### config.mk
export PLATFORM = sky130hd
export DESIGN_NAME = pipe_or_sched
export DESIGN_NICKNAME = d
export VERILOG_FILES = /design/src/rtl/pipe_or_pkg.sv /design/src/rtl/pipe_or.sv /design/src/rtl/pipe_or_sched.sv
export SDC_FILE = /design/constraint.sdc
export NUM_CORES = 1
export LEC_CHECK = 0
export ABC_AREA = 1
export CORE_MARGIN = 2
export CORE_UTILIZATION = 40
export DETAILED_ROUTE_END_ITERATION = 16
export PLACE_DENSITY = 0.78
export SETUP_SLACK_MARGIN = 0.02
export SKIP_LAST_GASP = 1
export SLEW_MARGIN = 40
export SYNTH_ARGS = -nofsm -noshare
export SYNTH_HDL_FRONTEND = slang
export SYNTH_HIERARCHICAL = 1
export SYNTH_SLANG_ARGS = --single-unit
### constraint.sdc
create_clock -name clk -period 5.2 [get_ports clk]
set_clock_uncertainty 0.1 [all_clocks]
set_input_delay 1.04 -clock clk [delete_from_list [all_inputs] [get_ports clk]]
set_output_delay 1.04 -clock clk [all_outputs]
set_load 0.01 [all_outputs]
### src/rtl/pipe_or_pkg.sv
// rtl/pipe_or_pkg.sv - shared latency/width helpers for pipe_or and its scheduler
// Contents:
//   PIPE_OR_FANIN        inputs OR-ed per tree node at each pipeline stage
//   pipe_or_latency(w)   number of register stages in pipe_or for a w-bit vector
//   pipe_or_stage_width  number of partial-OR bits left after a given stage
//   id_width(n)          bits needed to name one of n requesters (at least 1)
package pipe_or_pkg;

  localparam int PIPE_OR_FANIN = 6;

  function automatic int pipe_or_latency(input int width);
    if (width <= 6) return 1;
    else if (width <= 36) return 2;
    else if (width <= 216) return 3;
    else return 4;
  endfunction

  function automatic int pipe_or_stage_width(input int width, input int stage);
    int w;
    w = width;
    for (int s = 0; s < stage; s++) w = (w + PIPE_OR_FANIN - 1) / PIPE_OR_FANIN;
    return w;
  endfunction

  function automatic int id_width(input int n);
    return (n <= 2) ? 1 : $clog2(n);
  endfunction

endpackage

### src/rtl/pipe_or.sv
// rtl/pipe_or.sv - pipelined wide OR reduction, one registered 6-input level per stage
// Ports:
//   clk  in   clock, rising edge (no reset: contents are qualified externally)
//   a    in   WIDTH-bit vector to reduce
//   out  out  |a, pipe_or_latency(WIDTH) cycles after a is presented
module pipe_or
  import pipe_or_pkg::*;
#(
  parameter int WIDTH = 100
) (
  input  logic             clk,
  input  logic [WIDTH-1:0] a,
  output logic             out
);

  localparam int LATENCY = pipe_or_latency(WIDTH);

  if (WIDTH < 1 || WIDTH > 1296) begin : g_chk_width
    $error("pipe_or: WIDTH must be in 1..1296");
  end

  for (genvar s = 0; s < LATENCY; s++) begin : g_stage
    localparam int NI = pipe_or_stage_width(WIDTH, s);
    localparam int NO = pipe_or_stage_width(WIDTH, s + 1);

    logic [NI-1:0]               in_v;
    logic [NO*PIPE_OR_FANIN-1:0] pad;
    logic [NO-1:0]               q;

    if (s == 0) begin : g_first
      assign in_v = a;
    end else begin : g_next
      assign in_v = g_stage[s-1].q;
    end

    // Zero-pad the last partial group so every node sees a full fan-in.
    always_comb begin
      pad = '0;
      pad[NI-1:0] = in_v;
    end

    always_ff @(posedge clk) begin
      for (int o = 0; o < NO; o++) q[o] <= |pad[o*PIPE_OR_FANIN +: PIPE_OR_FANIN];
    end
  end

  assign out = g_stage[LATENCY-1].q[0];

endmodule

### src/rtl/pipe_or_sched.sv
// rtl/pipe_or_sched.sv - round-robin sharing of one pipe_or among NREQ requesters
// Ports:
//   clk        in   clock, rising edge
//   sclr       in   synchronous active-high clear; drops all in-flight and queued results
//   req_valid  in   per-requester request valid
//   req_data   in   requester i vector at [i*WIDTH +: WIDTH]
//   req_ready  out  one-hot (or zero) grant
//   res_valid  out  result FIFO head valid
//   res_ready  in   consumer accepts the head
//   res_or     out  OR reduction of the granted vector
//   res_id     out  requester index that produced the result
//   busy       out  transaction in flight or queued
module pipe_or_sched
  import pipe_or_pkg::*;
#(
  parameter int WIDTH      = 100,
  parameter int NREQ       = 4,
  parameter int FIFO_DEPTH = 8
) (
  input  logic                        clk,
  input  logic                        sclr,
  input  logic [NREQ-1:0]             req_valid,
  input  logic [NREQ*WIDTH-1:0]       req_data,
  output logic [NREQ-1:0]             req_ready,
  output logic                        res_valid,
  input  logic                        res_ready,
  output logic                        res_or,
  output logic [id_width(NREQ)-1:0]   res_id,
  output logic                        busy
);

  localparam int LATENCY = pipe_or_latency(WIDTH);
  localparam int IDW     = id_width(NREQ);
  localparam int CW      = $clog2(FIFO_DEPTH + 1);
  localparam int PW      = (FIFO_DEPTH <= 1) ? 1 : $clog2(FIFO_DEPTH);
  localparam logic [CW:0] DEPTH_C = (CW + 1)'(FIFO_DEPTH);

  if (NREQ < 2) begin : g_chk_nreq
    $error("pipe_or_sched: NREQ must be >= 2");
  end
  if (FIFO_DEPTH < 1) begin : g_chk_depth
    $error("pipe_or_sched: FIFO_DEPTH must be >= 1");
  end

  logic [IDW-1:0]   last_grant_q, last_grant_d;
  logic [CW-1:0]    in_flight_q, in_flight_d;
  logic [CW-1:0]    fifo_count_q, fifo_count_d;
  logic [PW-1:0]    rd_ptr_q, wr_ptr_q;
  logic [LATENCY:0] tag_v_q;
  logic [IDW-1:0]   tag_id_q [LATENCY+1];
  logic [WIDTH-1:0] launch_q;
  logic             mem_or_q [FIFO_DEPTH];
  logic [IDW-1:0]   mem_id_q [FIFO_DEPTH];

  logic [IDW-1:0]   sel_id;
  logic             sel_found;
  logic             credit_ok;
  logic             hs;
  logic             wr;
  logic             pop;
  logic             pipe_out;

  function automatic logic [PW-1:0] ptr_inc(input logic [PW-1:0] p);
    return (p == PW'(FIFO_DEPTH - 1)) ? '0 : p + 1'b1;
  endfunction

  // Round-robin: first valid requester strictly after the last granted one.
  always_comb begin
    sel_id    = '0;
    sel_found = 1'b0;
    for (int off = 1; off <= NREQ; off++) begin
      if (!sel_found && req_valid[(int'(last_grant_q) + off) % NREQ]) begin
        sel_found = 1'b1;
        sel_id    = IDW'((int'(last_grant_q) + off) % NREQ);
      end
    end
  end

  // Registered counts only, so a pop returns its credit one cycle later.
  assign credit_ok = ({1'b0, in_flight_q} + {1'b0, fifo_count_q}) < DEPTH_C;
  assign hs        = sel_found & credit_ok & ~sclr;
  assign req_ready = hs ? (NREQ'(1) << sel_id) : '0;

  assign wr  = tag_v_q[LATENCY];
  assign pop = res_valid & res_ready;

  always_comb begin
    last_grant_d = hs ? sel_id : last_grant_q;
    in_flight_d  = in_flight_q + CW'(hs) - CW'(wr);
    fifo_count_d = fifo_count_q + CW'(wr) - CW'(pop);
  end

  always_ff @(posedge clk) begin
    if (sclr) begin
      last_grant_q <= IDW'(NREQ - 1);
      in_flight_q  <= '0;
      fifo_count_q <= '0;
      tag_v_q      <= '0;
      rd_ptr_q     <= '0;
      wr_ptr_q     <= '0;
    end else begin
      last_grant_q <= last_grant_d;
      in_flight_q  <= in_flight_d;
      fifo_count_q <= fifo_count_d;
      tag_v_q      <= {tag_v_q[LATENCY-1:0], hs};
      if (wr) wr_ptr_q <= ptr_inc(wr_ptr_q);
      if (pop) rd_ptr_q <= ptr_inc(rd_ptr_q);
    end
  end

  // Datapath without reset: launch data, tag ids and FIFO storage are only
  // ever observed under a valid bit that sclr clears.
  always_ff @(posedge clk) begin
    if (hs) launch_q <= req_data[int'(sel_id)*WIDTH +: WIDTH];
    tag_id_q[0] <= sel_id;
    for (int i = 1; i <= LATENCY; i++) tag_id_q[i] <= tag_id_q[i-1];
    if (wr) begin
      mem_or_q[wr_ptr_q] <= pipe_out;
      mem_id_q[wr_ptr_q] <= tag_id_q[LATENCY];
    end
  end

  pipe_or #(.WIDTH(WIDTH)) u_pipe_or (
    .clk (clk),
    .a   (launch_q),
    .out (pipe_out)
  );

  // Head is gated so stale storage never shows while the FIFO is empty.
  assign res_valid = (fifo_count_q != '0);
  assign res_or    = res_valid & mem_or_q[rd_ptr_q];
  assign res_id    = res_valid ? mem_id_q[rd_ptr_q] : '0;
  assign busy      = (in_flight_q != '0) | (fifo_count_q != '0);

endmodule

======== Word-level counts from Yosys, hierarchy flattened ========
Memories as Yosys holds them, arrays and structs flattened. A register that Yosys moved wholly into a read port is not among the register bits.
Cells that the tools add are included.
storage, ports and cells
  register bits after elaboration ......... 141
  memory bits (writable) .................. 32
  output and inout bits ................... 9
  memories kept ........................... 3
memory list
  memory    words  width  rd ports  clocked after Yosys merged registers in  write ports  RTL line             RTL
  mem_id_q  8      2      1         1                                        1            pipe_or_sched.sv:53  logic [IDW-1:0] mem_id_q [FIFO_DEPTH];
  mem_or_q  8      1      1         1                                        1            pipe_or_sched.sv:52  logic mem_or_q [FIFO_DEPTH];
  tag_id_q  4      2      4         0                                        4            pipe_or_sched.sv:50  logic [IDW-1:0] tag_id_q [LATENCY+1];
operators by class
  add/sub/neg operators ................... 11
  $mul .................................... 1
  $lt $le $gt $ge ......................... 5
  equal/unequal tests ..................... 2
  shift operators ......................... 2
  multiplexer cells ....................... 30
  bitwise gates (word level) .............. 10
  reductions and logical operators ........ 33
operators by type and width
  cell                                                                  count
  400-bit by 10-bit indexed part select with 100-bit output             1
  6-bit OR reduction                                                    18
  3-bit two-way mux                                                     6
  3-bit by 4-bit < comparator with 1-bit output, second input constant  4
  1-bit two-way mux                                                     14
  2-bit two-way mux                                                     5
  4-bit by 1-bit adder with 4-bit output                                2
  1-bit binary-select mux with 2-bit select                             4
  4-bit nonzero test                                                    2
  2-bit OR reduction                                                    4
  4-bit by 1-bit subtractor with 4-bit output                           2
  2-bit by 5-bit multiplier with 7-bit output, second input constant    1
  3-bit by 1-bit adder with 3-bit output, second input constant         2
  3-bit == test, second input constant                                  2
  4-bit by 4-bit adder with 5-bit output                                1
  5-bit by 4-bit < comparator with 1-bit output, second input constant  1
  5-bit OR reduction                                                    1
  2-bit by 1-bit adder with 2-bit output, second input constant         2
  2-bit adder, second input constant                                    2
  1-bit AND                                                             4
  1-bit AND, first input constant                                       4
  4-bit two-way mux                                                     1
  4-bit OR reduction                                                    1
  1-bit by 2-bit << shifter with 4-bit output, first input constant     1
  other kinds (5)                                                       9

======== Longest topological paths before layout ========
  word-level depth ........................ 20
  mapped depth ............................ 16

======== By module ========
Netlist, hierarchy kept.
modules (own cells, without submodules)
  module         times used  cells each  area an instance (sq um)  seq. area each (sq um)
  pipe_or_sched  1           1362        9654.3                    4344.2
  pipe_or        1           103         752.0                     420.4

======== Worst setup path before layout ========
Ideal clock, no wire load.
  kind .................................... input-to-output
  start point ............................. in req_valid[0]
  end point ............................... out req_ready[3]
  data arrival time ....................... 4.147 ns
  path slack .............................. -0.087 ns
  stages .................................. 10
  path buffers ............................ 0
  cells stage by stage .................... nand2_1 nand2_1 nand2_1 nand2_1 inv_1 nand4_1 nand2_1 inv_1 nand2_1 a21oi_1
between the ends
  longest elaborated chain between the ends .. 16
  elaborated cells between the ends (all ways) .. 30
  classes of those cells .................. shift (1); mux (21); bitwise (2); reduce/logical (6)
ends and longest elaborated chain
  item                                                   RTL line             RTL
  from (decl)                                            pipe_or_sched.sv:22  input logic [NREQ-1:0] req_valid,
  1-bit binary-select mux with 2-bit select              pipe_or_sched.sv:72  if (!sel_found && req_valid[(int'(last_grant_q) + off) % NREQ]) begin
  1-bit two-way mux (implied by the code) (2 in series)  pipe_or_sched.sv:72
  1-bit two-way mux                                      pipe_or_sched.sv:72
  1-bit zero test                                        pipe_or_sched.sv:72
  1-bit logical AND                                      pipe_or_sched.sv:72
  1-bit two-way mux                                      pipe_or_sched.sv:72
  1-bit zero test                                        pipe_or_sched.sv:72
  1-bit logical AND                                      pipe_or_sched.sv:72
  1-bit two-way mux                                      pipe_or_sched.sv:72
  1-bit zero test                                        pipe_or_sched.sv:72
  1-bit logical AND                                      pipe_or_sched.sv:72
  1-bit two-way mux (*)                                  pipe_or_sched.sv:72
  1-bit AND (*) (2 in series)                            pipe_or_sched.sv:81  assign hs = sel_found & credit_ok & ~sclr;
  named net hs                                           pipe_or_sched.sv:58  logic hs;
  4-bit two-way mux (*)                                  pipe_or_sched.sv:82  assign req_ready = hs ? (NREQ'(1) << sel_id) : '0;
  to (decl)                                              pipe_or_sched.sv:24  output logic [NREQ-1:0] req_ready,
The timed path passes the listed nets; every way through them passes the cells marked *. The select of a mux whose other input is x is not followed.

======== Worst setup path after layout ========
  start point ............................. in sclr
  end point ............................... out req_ready[3]
between the ends
  longest elaborated chain between the ends .. 3
ends and longest elaborated chain
  item               RTL line             RTL
  from (decl)        pipe_or_sched.sv:21  input logic sclr,
  1-bit inverter     pipe_or_sched.sv:81
  1-bit AND          pipe_or_sched.sv:81
  named net hs       pipe_or_sched.sv:58
  4-bit two-way mux  pipe_or_sched.sv:82
The timed path passes the listed nets, and every way through them passes these cells.

==> out/results.ini <==
[route]
route.detailed.drc = 0
drt_wl_total_um = 34600
wl_per_cell_um = 15.9
vias_per_cell = 4.96
final_antenna_net_count = 0
drtIter0Drc = 734
vias = 10800
first_pass_iters = 5

[global_routing]
grt_overflow_total = 0
grt_usage = 0.243
grt_pass1_wl_um = 50800
grt_max_degree = 201
grt_pass1_vias = 9944
antenna_found_initial = 2

[timing]
tns_ns = 0
fin_crit_sh = 0.862
slew_viol_final = 0
period_needed_ns = 4.48
final-setup-viol-count = 0
finalHoldViolations = 0
fin_ws_ns = 0.715
rsz0062_at_grt = no
slew-limit-headroom = 0.325
tightest_slew_ns = 1.01
fmax_ghz = 0.223

[clocking]
cts_setup_buffers = 0
ctsHoldBuffers = 0
cts_num_sinks = 176
htreeDepth = 4
root_buffer = clkbuf_16
ctsResizeCount = 0
clock_path_buffers = 2
cts_tree = yes
cts.clk_slew.worst_paths_ns = 0.06
numCtsBuffers = 17
clk-insertion-delay-late_ns = 0.42

[finish]
drive_above_1_share = 0.0295
final_common_cell = nand2_1
final_cell_mix = nand2_1, clkdlybuf4s50_1, nand3_1, edfxtp_1, nor2_1
final_area_mm2 = 0.0152
layout.nets = 2246
n_fill_cell = 2360
area_growth_pct = 45.8

[synth]
yosysTopAreaCell = edfxtp_1
synthDominantCellAreaShare = 0.358
synth.distinct_cells = 32
yosys-top-cells-area = edfxtp_1, nand2_1, nand3_1
yosysWarnings = 6
synth_area_mm2 = 0.0104
syn_avg_cell_area_um2 = 7.10
seq_area_frac_synth = 0.458
syn_nets = 1891
synth_cells = 1465
synth-seq-cells = 176

[min_path]
min_path_cells = 0
hold_end = tag_id_q[3][1]
hold_path.class = reg2reg
hold_start = tag_id_q[2][1]

[critical_path]
critical-path-top-delay-family = buffers and inverters
slowest_delay_ns = 0.62
cp_slowest_cell = clkdlybuf4s50_1
r2r_end = launch_q[98]
cp.buffers_inverters = 3
worstPathCellList = clkdlybuf4s50_1, nor4_1, a21boi_0, nand2_1, clkinvlp_4, nand2_1, a21oi_1, clkdlybuf4s50_1
crit_required_ns = 4.06
cp.arrival_ns = 3.34
timing.rr.start = last_grant_q[0]
crit_path_start_kind = input port
reg2regPathDepth = 15
crit_path_max_fanout = 13
endpoint_kind = primary output
critPathKind = in2out
ff2ff_setup_slack_ns = 1.69

[flow_run]
drv_cap = 0

[floorplanning]
rows = 59
dieWidth_um = 165
ios = 416
start_util = 0.404
dieArea_mm2 = 0.0273
core-area_mm2 = 0.0258
die_h_um = 165

[placement]
port_buffers = 415
place_congestion = 0.884
dp_hpwl_um = 26600
dpl_cell_area_mm2 = 0.0146
pre_cts_slack_ns = 0.792

[pwr]
p_per_area_mw_per_mm2 = 698
p_leak_nw = 6.89
ir_drop_mv = 0.899

[outcome]
status = complete, no violations

-- registers in the layout, summed over array words and instances, names as in the netlist, named ones only --
name / count
mem_or_q: 8
fifo_count_q: 4
last_grant_q: 2
tag_id_q: 8
u_pipe_or/out: 1
in_flight_q: 4
mem_id_q: 16
tag_v_q: 4
rd_ptr_q: 3
wr_ptr_q: 3
launch_q: 100
u_pipe_or/g_stage.q: 20
-- report_power, final --
group / internal (mW) / switching (mW) / total, mW
Clock: 0.726 / 0.508 / 1.23
Combinational: 2.07 / 4.42 / 6.49
Sequential: 2.57 / 0.300 / 2.87
-- per-layer routing --
metal  track usage  routed length (um)  vias to the layer above
met5             0                  10                        -
met4        0.0858                 967                        2
met3        0.0527                2010                       60
met2         0.438               18000                      364
met1         0.285               13700                     4905
li1              -                   -                     5432
-- cells by family after synthesis --
logic type | after synthesis | share of synthesized area
AO/OA/AOI/OAI | 45 | 0.0237
XOR/XNOR | 1 | 0.000842
buffers and inverters | 130 | 0.0673
adder cells (fa/ha/maj) | 19 | 0.0243
flip-flops | 176 | 0.458
AND/OR/NAND/NOR | 1094 | 0.426
-- how the worst max path moves through the flow --
stage          depth (start not counted)           end          from  slack [ns]
2_1_floorplan                         10  req_ready[3]  req_valid[3]        0.55
3_3_place_gp                           8  req_ready[3]          sclr        0.86
3_5_place_dp                           8  req_ready[3]          sclr        0.79
4_1_cts                                8  req_ready[3]          sclr        0.74
5_1_grt                                8  req_ready[3]          sclr        0.53
6_report                               8  req_ready[3]          sclr        0.72
-- metrics by stage --
stage                util  std cells  power, mW  hold WS, ns
finish              0.589       2170       10.6        0.226
global route        0.589       2168       11.6        0.231
CTS                 0.588       2167       10.7        0.227
detailed placement  0.566       2136       9.44        0.212
global placement    0.565       2135       9.32        0.210
floorplan               -       1465       7.74        0.210
-- worst reg2reg max path: stages (launching register included) --
cell      delay (ns)
dfxtp_1         0.64
inv_2           0.18
nand2_1         0.12
nand2_1         0.07
nand2_1         0.11
nand2_2         0.09
nor2_1          0.21
nand2_1         0.08
nand3_1         0.08
nand2_1         0.09
nand2_4         0.10
buf_4           0.46
clkinv_2        0.32
buf_12          0.28
nand2_1         0.21
nand2_1         0.11
-- cell usage after synthesis --
master    number
a21boi_0       1
a21o_1         1
a21oi_1       10
a31o_2         1
a31oi_1        3
buf_1          3
buf_2         47
buf_4         29
buf_6          6
clkbuf_1       7
dfxtp_1       52
edfxtp_1     124
fa_1           2
ha_1          17
inv_1         35
inv_2          3
nand2_1      749
nand2_2        2
nand3_1      227
nand3_2        1
nand4_1        2
nand4_2        1
nor2_1       106
nor2_2         1
nor2_4         1
nor3_1         2
nor4_1         1
o211a_1        1
o21ai_0       25
o22ai_1        3
or2_2          1
xnor2_1        1
-- layout make-up --
| type | instances | area [um2] | share of cell area |
|---|---|---|---|
| multi-input combinational | 1159 | 4970 | 0.327 |
| clock inverter | 11 | 114 | 0.00750 |
| sequential | 176 | 4760 | 0.314 |
| inverter | 38 | 148 | 0.00973 |
| clock buffer | 20 | 457 | 0.0301 |
| antenna | 3 | 7.51 | 0.000495 |
| timing repair buffer | 428 | 4300 | 0.283 |
| tap | 335 | 419 | 0.0276 |
No activity file was read; power rests on OpenSTA's default activity.
